$ cat src/rtl/lieat_bjp_pkg.sv
// ============================================================================
// lieat_bjp_pkg : shared op codes and defaults for the branch/jump resolver
// Rev 1.0
// ============================================================================
`default_nettype none

package lieat_bjp_pkg;

   localparam int XLEN_DEFAULT = 32;

   typedef enum logic [2:0] {
      BJP_JAL  = 3'd0,
      BJP_JALR = 3'd1,
      BJP_BEQ  = 3'd2,
      BJP_BNE  = 3'd3,
      BJP_BLT  = 3'd4,
      BJP_BGE  = 3'd5,
      BJP_BLTU = 3'd6,
      BJP_BGEU = 3'd7
   } bjp_op_e;

   function automatic logic bjp_is_jump(input bjp_op_e op);
      return (op == BJP_JAL) || (op == BJP_JALR);
   endfunction

endpackage

`default_nettype wire

$ cat src/rtl/lieat_exu_bjp_res_if.sv
// ============================================================================
// lieat_exu_bjp_res_if : op, writeback, redirect and predictor-update bundle
// Rev 1.0
// ============================================================================
`default_nettype none

interface lieat_exu_bjp_res_if #(
   parameter int XLEN      = lieat_bjp_pkg::XLEN_DEFAULT,
   parameter int BHT_IDX_W = 5
);
   import lieat_bjp_pkg::*;

   logic                 bjp_valid;
   logic                 bjp_ready;
   bjp_op_e              bjp_op;
   logic [XLEN-1:0]      bjp_pc;
   logic [XLEN-1:0]      bjp_imm;
   logic [XLEN-1:0]      bjp_src1;
   logic [XLEN-1:0]      bjp_src2;
   logic                 bjp_prdt;
   logic [XLEN-1:0]      bjp_prdt_tgt;

   logic                 wb_valid;
   logic                 wb_ready;
   logic [XLEN-1:0]      wb_data;

   logic                 flush_req;
   logic [XLEN-1:0]      flush_pc;

   logic                 upd_valid;
   logic                 upd_ready;
   logic [BHT_IDX_W-1:0] upd_index;
   logic                 upd_taken;

   modport master (
      output bjp_valid, bjp_op, bjp_pc, bjp_imm, bjp_src1, bjp_src2,
             bjp_prdt, bjp_prdt_tgt, wb_ready, upd_ready,
      input  bjp_ready, wb_valid, wb_data, flush_req, flush_pc,
             upd_valid, upd_index, upd_taken
   );

   modport slave (
      input  bjp_valid, bjp_op, bjp_pc, bjp_imm, bjp_src1, bjp_src2,
             bjp_prdt, bjp_prdt_tgt, wb_ready, upd_ready,
      output bjp_ready, wb_valid, wb_data, flush_req, flush_pc,
             upd_valid, upd_index, upd_taken
   );

endinterface

`default_nettype wire

$ cat src/rtl/lieat_bjp_upd_fifo.sv
// ============================================================================
// lieat_bjp_upd_fifo : power-of-two FIFO for branch predictor updates
// Rev 1.0
// ============================================================================
`default_nettype none

module lieat_bjp_upd_fifo #(
   parameter int DEPTH = 4,
   parameter int WIDTH = 6
) (
   input  logic             clk,
   input  logic             rst_n,
   input  logic             push_i,
   input  logic [WIDTH-1:0] data_i,
   input  logic             pop_i,
   output logic             full_o,
   output logic             empty_o,
   output logic [WIDTH-1:0] data_o
);

   localparam int          AW      = $clog2(DEPTH);
   localparam logic [AW:0] PTR_ONE = 1;

   // Extra MSB on each pointer distinguishes full from empty after wrap.
   logic [AW:0]      wr_ptr_q, wr_ptr_d;
   logic [AW:0]      rd_ptr_q, rd_ptr_d;
   logic [WIDTH-1:0] mem_q [DEPTH];
   logic             do_push_w;
   logic             do_pop_w;

   assign empty_o   = (wr_ptr_q == rd_ptr_q);
   assign full_o    = (wr_ptr_q[AW] != rd_ptr_q[AW]) &&
                      (wr_ptr_q[AW-1:0] == rd_ptr_q[AW-1:0]);
   assign do_push_w = push_i & ~full_o;
   assign do_pop_w  = pop_i & ~empty_o;
   assign data_o    = empty_o ? '0 : mem_q[rd_ptr_q[AW-1:0]];

   always_comb begin
      wr_ptr_d = wr_ptr_q;
      rd_ptr_d = rd_ptr_q;
      if (do_push_w) wr_ptr_d = wr_ptr_q + PTR_ONE;
      if (do_pop_w)  rd_ptr_d = rd_ptr_q + PTR_ONE;
   end

   always_ff @(posedge clk or negedge rst_n) begin
      if (!rst_n) begin
         wr_ptr_q <= '0;
         rd_ptr_q <= '0;
      end else begin
         wr_ptr_q <= wr_ptr_d;
         rd_ptr_q <= rd_ptr_d;
      end
   end

   always_ff @(posedge clk) begin
      if (do_push_w) mem_q[wr_ptr_q[AW-1:0]] <= data_i;
   end

endmodule

`default_nettype wire

$ cat src/rtl/lieat_exu_bjp_res.sv
// ============================================================================
// lieat_exu_bjp_res : branch/jump resolve, link writeback, redirect, BHT update
// Rev 1.0
// ============================================================================
`default_nettype none

module lieat_exu_bjp_res
   import lieat_bjp_pkg::*;
#(
   parameter int XLEN      = XLEN_DEFAULT,
   parameter int BHT_IDX_W = 5,
   parameter int UPD_DEPTH = 4,
   parameter int CNT_W     = 16
) (
   input  logic                 clk,
   input  logic                 rst_n,
   lieat_exu_bjp_res_if.slave   bus,
   input  logic                 flush_sh,
   output logic [CNT_W-1:0]     br_cnt,
   output logic [CNT_W-1:0]     mis_cnt
);

   logic              is_jump_w;
   logic              slt_w, ult_w, eq_w, cond_w;
   logic [XLEN-1:0]   sdiff_lo_w;
   logic [XLEN-1:0]   udiff_unused_w;
   logic [XLEN-1:0]   br_tgt_w, jalr_sum_w, target_w, link_w;
   logic              mispred_w;
   logic              ready_w, accept_w, live_w, push_w;
   logic              q_full_w, q_empty_w;
   logic [BHT_IDX_W:0] q_head_w;

   logic              wb_valid_q, wb_valid_d;
   logic [XLEN-1:0]   wb_data_q, wb_data_d;
   logic              flush_req_q, flush_req_d;
   logic [XLEN-1:0]   flush_pc_q, flush_pc_d;
   logic [CNT_W-1:0]  br_cnt_q, br_cnt_d;
   logic [CNT_W-1:0]  mis_cnt_q, mis_cnt_d;

   assign is_jump_w = bjp_is_jump(bus.bjp_op);

   // Sign-extended subtract cannot overflow, so its MSB is the signed less-than.
   assign {slt_w, sdiff_lo_w} = {bus.bjp_src1[XLEN-1], bus.bjp_src1}
                              - {bus.bjp_src2[XLEN-1], bus.bjp_src2};
   assign {ult_w, udiff_unused_w} = {1'b0, bus.bjp_src1} - {1'b0, bus.bjp_src2};
   assign eq_w = (sdiff_lo_w == '0);

   always_comb begin
      cond_w = 1'b1;
      case (bus.bjp_op)
         BJP_BEQ:  cond_w = eq_w;
         BJP_BNE:  cond_w = ~eq_w;
         BJP_BLT:  cond_w = slt_w;
         BJP_BGE:  cond_w = ~slt_w;
         BJP_BLTU: cond_w = ult_w;
         BJP_BGEU: cond_w = ~ult_w;
         default:  cond_w = 1'b1;
      endcase
   end

   assign br_tgt_w   = bus.bjp_pc + bus.bjp_imm;
   assign jalr_sum_w = bus.bjp_src1 + bus.bjp_imm;
   assign target_w   = (bus.bjp_op == BJP_JALR) ? (jalr_sum_w & ~XLEN'(1)) : br_tgt_w;
   assign link_w     = bus.bjp_pc + XLEN'(4);
   assign mispred_w  = (bus.bjp_prdt != cond_w) ||
                       (cond_w && (bus.bjp_prdt_tgt != target_w));

   // Jumps never touch the update queue, so a full queue only stalls branches.
   assign ready_w  = (~wb_valid_q | bus.wb_ready) & (~q_full_w | is_jump_w);
   assign accept_w = bus.bjp_valid & ready_w;
   assign live_w   = accept_w & ~flush_sh;
   assign push_w   = live_w & ~is_jump_w;

   lieat_bjp_upd_fifo #(
      .DEPTH (UPD_DEPTH),
      .WIDTH (BHT_IDX_W + 1)
   ) u_upd_fifo (
      .clk     (clk),
      .rst_n   (rst_n),
      .push_i  (push_w),
      .data_i  ({bus.bjp_pc[BHT_IDX_W+1:2], cond_w}),
      .pop_i   (bus.upd_ready),
      .full_o  (q_full_w),
      .empty_o (q_empty_w),
      .data_o  (q_head_w)
   );

   always_comb begin
      wb_valid_d = wb_valid_q;
      if (bus.wb_ready)          wb_valid_d = 1'b0;
      if (live_w && is_jump_w)   wb_valid_d = 1'b1;
      if (flush_sh)              wb_valid_d = 1'b0;
      wb_data_d   = (live_w && is_jump_w) ? link_w : wb_data_q;
      flush_req_d = live_w & mispred_w;
      flush_pc_d  = flush_req_d ? (cond_w ? target_w : link_w) : flush_pc_q;
      br_cnt_d    = br_cnt_q;
      mis_cnt_d   = mis_cnt_q;
      if (push_w && (br_cnt_q != '1))       br_cnt_d  = br_cnt_q + CNT_W'(1);
      if (flush_req_d && (mis_cnt_q != '1)) mis_cnt_d = mis_cnt_q + CNT_W'(1);
   end

   always_ff @(posedge clk or negedge rst_n) begin
      if (!rst_n) begin
         wb_valid_q  <= 1'b0;
         wb_data_q   <= '0;
         flush_req_q <= 1'b0;
         flush_pc_q  <= '0;
         br_cnt_q    <= '0;
         mis_cnt_q   <= '0;
      end else begin
         wb_valid_q  <= wb_valid_d;
         wb_data_q   <= wb_data_d;
         flush_req_q <= flush_req_d;
         flush_pc_q  <= flush_pc_d;
         br_cnt_q    <= br_cnt_d;
         mis_cnt_q   <= mis_cnt_d;
      end
   end

   assign bus.bjp_ready = ready_w;
   assign bus.wb_valid  = wb_valid_q;
   assign bus.wb_data   = wb_data_q;
   assign bus.flush_req = flush_req_q;
   assign bus.flush_pc  = flush_pc_q;
   assign bus.upd_valid = ~q_empty_w;
   assign {bus.upd_index, bus.upd_taken} = q_head_w;
   assign br_cnt  = br_cnt_q;
   assign mis_cnt = mis_cnt_q;

endmodule

`default_nettype wire
$ cat src/flat_wrapper.sv
// flat-port wrapper written by rule: the top's interface ports become plain ports
module lieat_exu_bjp_res_flat import lieat_bjp_pkg::*;
#(
   parameter int XLEN      = XLEN_DEFAULT,
   parameter int BHT_IDX_W = 5,
   parameter int UPD_DEPTH = 4,
   parameter int CNT_W     = 16
)
  (clk, rst_n, flush_sh, br_cnt, mis_cnt, bus_bjp_valid, bus_bjp_op, bus_bjp_pc, bus_bjp_imm, bus_bjp_src1, bus_bjp_src2, bus_bjp_prdt, bus_bjp_prdt_tgt, bus_wb_ready, bus_upd_ready, bus_bjp_ready, bus_wb_valid, bus_wb_data, bus_flush_req, bus_flush_pc, bus_upd_valid, bus_upd_index, bus_upd_taken);
  lieat_exu_bjp_res_if #(.XLEN(XLEN), .BHT_IDX_W(BHT_IDX_W)) bus_i ();
  input  logic clk;
  input  logic rst_n;
  input  logic flush_sh;
  output logic [CNT_W-1:0] br_cnt;
  output logic [CNT_W-1:0] mis_cnt;
  input wire logic [$bits(bus_i.bjp_valid)-1:0] bus_bjp_valid;
  input wire logic [$bits(bus_i.bjp_op)-1:0] bus_bjp_op;
  input wire logic [$bits(bus_i.bjp_pc)-1:0] bus_bjp_pc;
  input wire logic [$bits(bus_i.bjp_imm)-1:0] bus_bjp_imm;
  input wire logic [$bits(bus_i.bjp_src1)-1:0] bus_bjp_src1;
  input wire logic [$bits(bus_i.bjp_src2)-1:0] bus_bjp_src2;
  input wire logic [$bits(bus_i.bjp_prdt)-1:0] bus_bjp_prdt;
  input wire logic [$bits(bus_i.bjp_prdt_tgt)-1:0] bus_bjp_prdt_tgt;
  input wire logic [$bits(bus_i.wb_ready)-1:0] bus_wb_ready;
  input wire logic [$bits(bus_i.upd_ready)-1:0] bus_upd_ready;
  output wire logic [$bits(bus_i.bjp_ready)-1:0] bus_bjp_ready;
  output wire logic [$bits(bus_i.wb_valid)-1:0] bus_wb_valid;
  output wire logic [$bits(bus_i.wb_data)-1:0] bus_wb_data;
  output wire logic [$bits(bus_i.flush_req)-1:0] bus_flush_req;
  output wire logic [$bits(bus_i.flush_pc)-1:0] bus_flush_pc;
  output wire logic [$bits(bus_i.upd_valid)-1:0] bus_upd_valid;
  output wire logic [$bits(bus_i.upd_index)-1:0] bus_upd_index;
  output wire logic [$bits(bus_i.upd_taken)-1:0] bus_upd_taken;
  assign bus_i.bjp_valid = bus_bjp_valid;
  assign bus_i.bjp_op = bus_bjp_op;
  assign bus_i.bjp_pc = bus_bjp_pc;
  assign bus_i.bjp_imm = bus_bjp_imm;
  assign bus_i.bjp_src1 = bus_bjp_src1;
  assign bus_i.bjp_src2 = bus_bjp_src2;
  assign bus_i.bjp_prdt = bus_bjp_prdt;
  assign bus_i.bjp_prdt_tgt = bus_bjp_prdt_tgt;
  assign bus_i.wb_ready = bus_wb_ready;
  assign bus_i.upd_ready = bus_upd_ready;
  assign bus_bjp_ready = bus_i.bjp_ready;
  assign bus_wb_valid = bus_i.wb_valid;
  assign bus_wb_data = bus_i.wb_data;
  assign bus_flush_req = bus_i.flush_req;
  assign bus_flush_pc = bus_i.flush_pc;
  assign bus_upd_valid = bus_i.upd_valid;
  assign bus_upd_index = bus_i.upd_index;
  assign bus_upd_taken = bus_i.upd_taken;
  lieat_exu_bjp_res #(.XLEN(XLEN), .BHT_IDX_W(BHT_IDX_W), .UPD_DEPTH(UPD_DEPTH), .CNT_W(CNT_W)) u_core (.clk(clk), .rst_n(rst_n), .bus(bus_i), .flush_sh(flush_sh), .br_cnt(br_cnt), .mis_cnt(mis_cnt));
endmodule
$ cat config.mk
export PLATFORM = sky130hd
export DESIGN_NAME = lieat_exu_bjp_res_flat
export DESIGN_NICKNAME = d
export VERILOG_FILES = /design/src/rtl/lieat_bjp_pkg.sv /design/src/rtl/lieat_exu_bjp_res_if.sv /design/src/rtl/lieat_bjp_upd_fifo.sv /design/src/rtl/lieat_exu_bjp_res.sv /design/src/flat_wrapper.sv
export SDC_FILE = /design/constraint.sdc
export NUM_CORES = 1
export LEC_CHECK = 0
export ABC_AREA = 1
export CAP_MARGIN = 20
export CELL_PAD_IN_SITES_DETAIL_PLACEMENT = 1
export CELL_PAD_IN_SITES_GLOBAL_PLACEMENT = 2
export CORE_MARGIN = 3
export CORE_UTILIZATION = 28
export DETAILED_ROUTE_END_ITERATION = 12
export PLACE_DENSITY = 0.81
export SYNTH_ARGS = -nofsm -noshare
export SYNTH_HDL_FRONTEND = slang
export SYNTH_SLANG_ARGS = --single-unit
$ cat constraint.sdc
create_clock -name clk -period 2.7 [get_ports clk]
set_input_delay 0.54 -clock clk [delete_from_list [all_inputs] [get_ports clk]]
set_output_delay 0.54 -clock clk [all_outputs]
set_load 0.02 [all_outputs]
== After elaboration in Yosys (flattened, before gate mapping) ==
Memory sizes are Yosys's and may differ from the RTL's.
Index checks and enable logic that the tools add are counted.
W data, S select, Z words.

* Input port bits: 170
* Flip-flop bits (word level): 104
* Memories kept: 1
* Memory bits (writable): 24
* Word-level logic and storage cells: 68

{| class="wikitable"
|+ Memory list
! name !! words !! bits a word !! rd ports !! clocked after memory_dff !! wr ports !! line !! RTL
|-
| u_core.u_upd_fifo.mem_q || 4 || 6 || 1 || 0 || 1 || lieat_bjp_upd_fifo.sv:27 || <nowiki>logic [WIDTH-1:0] mem_q [DEPTH];</nowiki>
|}

* Reductions and logical operators: 10
* Multiplexer cells: 9
* Eq/ne operators: 14
* Bitwise gates (word level): 17
* Add/subtract/negate cells: 9

{| class="wikitable"
|+ Operators with widths
! operator !! number
|-
| $sub A32 B32 Y33 || 2
|-
| $add A32 B32 Y32 || 2
|-
| $mux W32 || 2
|-
| $add A16 B1 Y16 const B || 2
|-
| $add A32 B3 Y32 const B || 1
|-
| $logic_not A32 Y1 || 1
|-
| $ne A16 B16 Y1 const B || 2
|-
| $ne A32 B32 Y1 || 1
|-
| $eq A3 B3 Y1 const B || 4
|-
| $not A1 Y1 || 8
|-
| $and A1 B1 Y1 || 7
|-
| $add A3 B1 Y3 const B || 2
|-
| $eq A3 B2 Y1 const B || 2
|-
| $mux W6 || 1
|-
| $pmux W1 S6 || 1
|-
| $logic_and A1 B1 Y1 || 5
|-
| $mux W1 || 5
|-
| $eq A3 B1 Y1 const B || 1
|-
| $eq A3 B3 Y1 || 1
|-
| $logic_not A3 Y1 || 1
|-
| $reduce_bool A3 Y1 || 1
|-
| $eq A2 B2 Y1 || 1
|-
| $logic_or A1 B1 Y1 || 2
|-
| $ne A1 B1 Y1 || 2
|-
| $or A1 B1 Y1 || 2
|}

== Logic depth before layout (Yosys ltp) ==
* Depth in word-level cells: 11
* Depth in mapped cells: 27
* Depth with buffers taken out: 26

== Modules after synthesis ==
A second synthesis with hierarchy kept.

* Cell total of the unflattened synthesis: 2639
* Area, all modules: 15214.6 um2

{| class="wikitable"
|+ By module, submodules not included
! module !! area each (um2) !! cells each !! seq. area each (um2) !! times used
|-
| lieat_exu_bjp_res || 13807.0 || 2499 || 2452.4 || 1
|-
| lieat_bjp_upd_fifo || 1407.6 || 140 || 870.8 || 1
|}

== Worst setup path before layout ==
No wires, ideal clock.

* Kind: input to register
* Start: in bus_bjp_src1[0]
* End: reg u_core.flush_pc_q[10], in the netlist u_core.bus.flush_pc[10]
* Arrival time: 2965 ps
* Slack: -388 ps
* Cell stages on the path: 24
* Path buffers: 1
* Library setup time: 123 ps
* Cells stage by stage: inv_1 -> ha_1 -> fa_1 -> inv_1 -> nand2_1 -> nand2_1 -> nand3_1 -> nand2_1 -> nand2_1 -> nand2_1 -> nand2_1 -> nand3_1 -> nand3_1 -> nor2_1 -> nand2_1 -> nor2_2 -> nand3_2 -> nand3_4 -> nor2_4 -> nor2_8 -> nand2_8 -> buf_6 -> nand2_1 -> o21ai_2

* Word-level cells in the longest chain between the ends: 7

{| class="wikitable"
|+ Ends and longest elaborated chain
! element !! line !! RTL
|-
| from (decl) || flat_wrapper.sv:20 || <nowiki>input wire logic [$bits(bus_i.bjp_src1)-1:0] bus_bjp_src1;</nowiki>
|-
| $sub A32 B32 Y33 || lieat_exu_bjp_res.sv:44 || <nowiki>- {bus.bjp_src2[XLEN-1], bus.bjp_src2};</nowiki>
|-
| $logic_not A32 Y1 || lieat_exu_bjp_res.sv:46 || <nowiki>assign eq_w = (sdiff_lo_w == '0);</nowiki>
|-
| $not A1 Y1 || lieat_exu_bjp_res.sv:52 || <nowiki>BJP_BNE: cond_w = ~eq_w;</nowiki>
|-
| $pmux W1 S6 || lieat_exu_bjp_res.sv:50 || <nowiki>case (bus.bjp_op)</nowiki>
|-
| $ne A1 B1 Y1 or $logic_and A1 B1 Y1 (tied branches) || lieat_exu_bjp_res.sv:65, lieat_exu_bjp_res.sv:66 ||
|-
| $logic_or A1 B1 Y1 || lieat_exu_bjp_res.sv:65 || <nowiki>assign mispred_w = (bus.bjp_prdt != cond_w) ||</nowiki>
|-
| $and A1 B1 Y1 || lieat_exu_bjp_res.sv:94 || <nowiki>flush_req_d = live_w & mispred_w;</nowiki>
|-
| to (signal assigned) || lieat_exu_bjp_res.sv:114 || <nowiki>flush_pc_q <= flush_pc_d;</nowiki>
|-
| to (decl) || lieat_exu_bjp_res.sv:36 || <nowiki>logic [XLEN-1:0] flush_pc_q, flush_pc_d;</nowiki>
|}

Several ways; a longest one is shown, not always the timed one.
A chain may end at the register's enable or synchronous reset.

== Worst setup path after layout ==
* Start: in bus_bjp_src1[0]
* End: reg u_core.flush_pc_q[31], in the netlist u_core.bus.flush_pc[31]

The elaborated chain is that of the path after synthesis.

==> results list <==
- The die is 239.5 µm tall.
- OpenSTA, run right after detailed placement, puts the worst setup slack at -1754 ps.
- The cell count after synthesis came out at 2575.
* Pin count of the biggest net entering global routing: 49
* Register area share after synthesis: a little over a fifth
- Setup_tns: -25060 ps
- CTS hold repair buffers: 0
- DP Area: roughly 0.022 mm²
- Met2 wire length: 38070 µm
- Die Width: roughly 240 µm
- Once routing completed, OpenROAD measured the worst setup slack at -571.5 ps.
- In this run the worst hold path is classified as in -> async.
- The synthesized design contains 128 register bits.
- At the end of routability-driven placement, the weighted congestion stood at 0.9130.
* Min Hold Slack: 94.62 ps
- In the final layout, the share of cells above drive strength 1 is 39.05%.
- Netlist cell types: 51
- Drt via density: between 4 and 5
* Clock period minus worst slack: 3272 ps
- During placement, the flow inserted port buffers numbering 275.
- Starting DRC count in detailed routing: 941
- The number of global-route vias before repair came to 21444.
- Final max-slew violation count: 0
- For this design the top-level I/O count stands at 276.
* Overall fraction of global-route tracks in use: a little over a quarter
* Data required, critical path: 3020 ps
* Standby leakage power: around 0.013 µW
* Total wire length: 77990 µm
- STA puts the critical path data arrival time at 3590 ps.
- Starting density of the core: between 20 and 30%
* Remaining max-slew budget at the tightest pin: around 47%
- Total nets after synthesis: 2849
- Max IR drop VDD: 0.4857 mV
- The worst path uses 121.2% of the clock period.
- Synth-to-layout area growth: 75.01%
- The H-tree was split into 4 levels.
- The clock passes through at most 2 buffers.
* Post-synth top area cell: nand2_1
- The critical path in this run is classified as in -> reg.
* Count of flip-flops with a built-in enable after synthesis: 24
- Critical Path Sink Type: flip-flop
* First-pass iteration count of the detailed router: 5
- Clock tree from TritonCTS: done
- TritonCTS created 17 clock buffers.
- Sort of element at the start of the critical path: input port
- Post-Syn Area per Cell: between 5 and 6 µm²
* Clock tree root driver cell: clkbuf_16
* Max Used Layer: met4
- In the routed design, unresolved DRC markers number 0.
- Dominant cell by count in the synthesized netlist: nand2_1
* Result of the run: finished, violations left
* Pin slew with the least headroom to its limit: a little under 800 ps
- Max-capacitance violation count: 0
* Die area: about 0.057 mm²
* Power density cells: approximately 520 mW/mm²
* Number of routed nets with antenna violations: 0
- After detailed routing, the average wire length per cell comes to 19.10 µm.
- Final setup violation count: 53
- Post-synth design cell area: 0.01526 mm²
- The floorplan has 84 rows.
* M1 wire length: between 30000 and 40000 µm
* Max Fclk: slightly above 300 MHz
- In the post-synthesis netlist, the biggest area contributors are nand2_1 23%, dfrtp_1 17%, inv_1 11%.
* Total number of yosys warnings: 0
- Most frequently used flop master after synthesis: dfrtp_1
* Fraction of registers with async set or reset after synthesis: 81.25%
* Number of sinks handled by clock tree synthesis: 128
- Counting cells, the worst reg-to-reg path comes to 8.
- Setup repair after global routing could not meet its margin everywhere.
- Worst-case clock skew: 10.15 ps
* Via count: 19888
- The final layout contains about 3700 nets.
* Final non-filler cell area: roughly 0.027 mm²
- Detailed routing placed a total of 2507 µm of wire on met3.
* Initial antenna violation count: 4
- Critical path fanouts, max: 7
* CTS clock-pin slew for the worst setup and hold paths: 60 ps
* Most used standard cells in the synthesized netlist: 925 x nand2_1, 436 x inv_1, 249 x nand3_1, 226 x nor2_1, 104 x dfrtp_1
- The first global-routing pass estimated 119400 µm of wire.
* Fraction of synthesized cell area taken by the top area cell type: between 20 and 25%
- Grt ovf: 0
- The number of failing hold endpoints at the final stage came to 0.
* Post-detailed-placement half-perimeter wirelength: 62420 µm
- Std-Cell Core Area: roughly 0.053 mm²
- The checks that failed: setup timing.
- Clk Latency, worst-skew pair: 440 ps
==> state kept, by name, summed over array words and instances (netlist names) <==
register,count
u_core.br_cnt,16
u_core.bus.flush_pc,32
u_core.bus.flush_req,1
u_core.bus.wb_data,32
u_core.bus.wb_valid,1
u_core.mis_cnt,16
u_core.u_upd_fifo.mem_q,24
u_core.u_upd_fifo.rd_ptr_q,3
u_core.u_upd_fifo.wr_ptr_q,3
==> through the flow <==
stage	power [µW]	utilization, %	cells
2_1_floorplan	6734	-	2575
4_1_cts	13690	49.18	4072
3_3_place_gp	10260	41.79	3962
6_report	13900	50.13	4084
5_1_grt	14790	50.13	4084
3_5_place_dp	10500	41.79	3962
==> placed cells by master (no fill, tap or decap), drive strengths merged <==
cell | netlist | layout
xor2 | 43 | 43
bufinv | 0 | 2
buf | 25 | 579
and3 | 1 | 1
nor3b | 3 | 3
or2 | 6 | 6
edfxtp | 24 | 24
clkinvlp | 0 | 2
clkinv | 1 | 6
o21ai | 94 | 94
clkdlybuf4s50 | 0 | 143
nand3 | 260 | 261
nand2 | 957 | 957
nand4 | 49 | 49
o32ai | 6 | 6
mux2 | 2 | 2
nor3 | 40 | 40
a21boi | 2 | 2
diode | 0 | 3
a21oi | 90 | 90
clkdlybuf4s15 | 0 | 20
nor2 | 238 | 238
nand3b | 22 | 22
a21o | 1 | 1
ha | 101 | 101
nor4 | 6 | 6
nand2b | 1 | 1
fa | 3 | 3
and2 | 5 | 5
dlygate4sd2 | 0 | 66
xnor2 | 25 | 25
dlymetal6s2s | 0 | 3
dfrtp | 104 | 104
inv | 443 | 446
o21bai | 9 | 9
o21a | 1 | 1
clkbuf | 11 | 29
or4 | 1 | 1
a31oi | 1 | 1
bufbuf | 0 | 1
==> layer usage <==
layer / GRT usage, % / vias to the layer above
met3: 2.786 / 97
li1: - / 9759
met4: 6.762 / 0
met1: 35.07 / 9667
met2: 46.98 / 365
met5: 0 / -
==> worst max-delay path: stages <==
cell     delay (ps)
buf_8            80
buf_12          110
inv_12           30
ha_4            150
fa_2            390
inv_2            90
buf_4           140
nand3_4          90
nand2_4          90
nand3_4          90
nand3_4         120
nand2_2          80
nand3_2          90
nand4_1         110
nor2_2          130
nand3_2          90
nor2_2          120
nand3_2          90
nand3_4         170
nor2_4           80
nor2_8          170
nand2_8         120
buf_12          170
buf_12          130
nand2_4          40
nand2_2          60
==> logic make-up after synthesis <==
logic type	after synthesis	share of synthesized area, %
AOI/OAI and AO/OA	204	7.902
xor gates and xnor gates	68	3.902
adders and majority gates	104	8.673
buffers and inverters	480	12.54
DFF	128	21.77
muxes	2	0.1475
and+or+nand+nor	1589	45.06
==> power breakdown <==
part / internal, µW / switching, µW / total [µW]
clock: 1360 / 920 / 2280
sequential: 2580 / 547 / 3130
combinational: 3810 / 4680 / 8490
==> what timing repair did <==
item                       4_1_cts  5_1_grt
pin swaps                      240       91
cloned                           4        1
gates resized for setup        918      151
setup buffers                   75       10
setup endpoints to repair       71       64
==> cell type report <==
class / count / area [µm²]
diodes: 3 / 7.507
clock buffers: 20 / 436.7
clock inverters: 12 / 133.9
fillers: 6730 / 26570
inverters: 444 / 1693
multi-input cells: 1968 / 13240
flip-flops and latches: 128 / 3323
well taps: 688 / 860.8
repair buffers: 821 / 7017
==> path summary, 6_finish.rpt <==
| kind | slack (ps) | start | endpoint |
|---|---|---|---|
| worst max-delay path | -570 | bus_bjp_src1[0] | u_core.bus.flush_pc[31] |
| worst min-delay path | 90 | rst_n | u_core.br_cnt[8] |
| worst max register to register | 250 | u_core.mis_cnt[0] | u_core.mis_cnt[9] |
| worst min register to register | 470 | u_core.bus.wb_data[5] | u_core.bus.wb_data[5] |
| max in group asynchronous | 1920 | rst_n | u_core.bus.wb_data[24] |
| min in group clk | 470 | u_core.bus.wb_data[5] | u_core.bus.wb_data[5] |
Power figures use the tool's default switching activity.
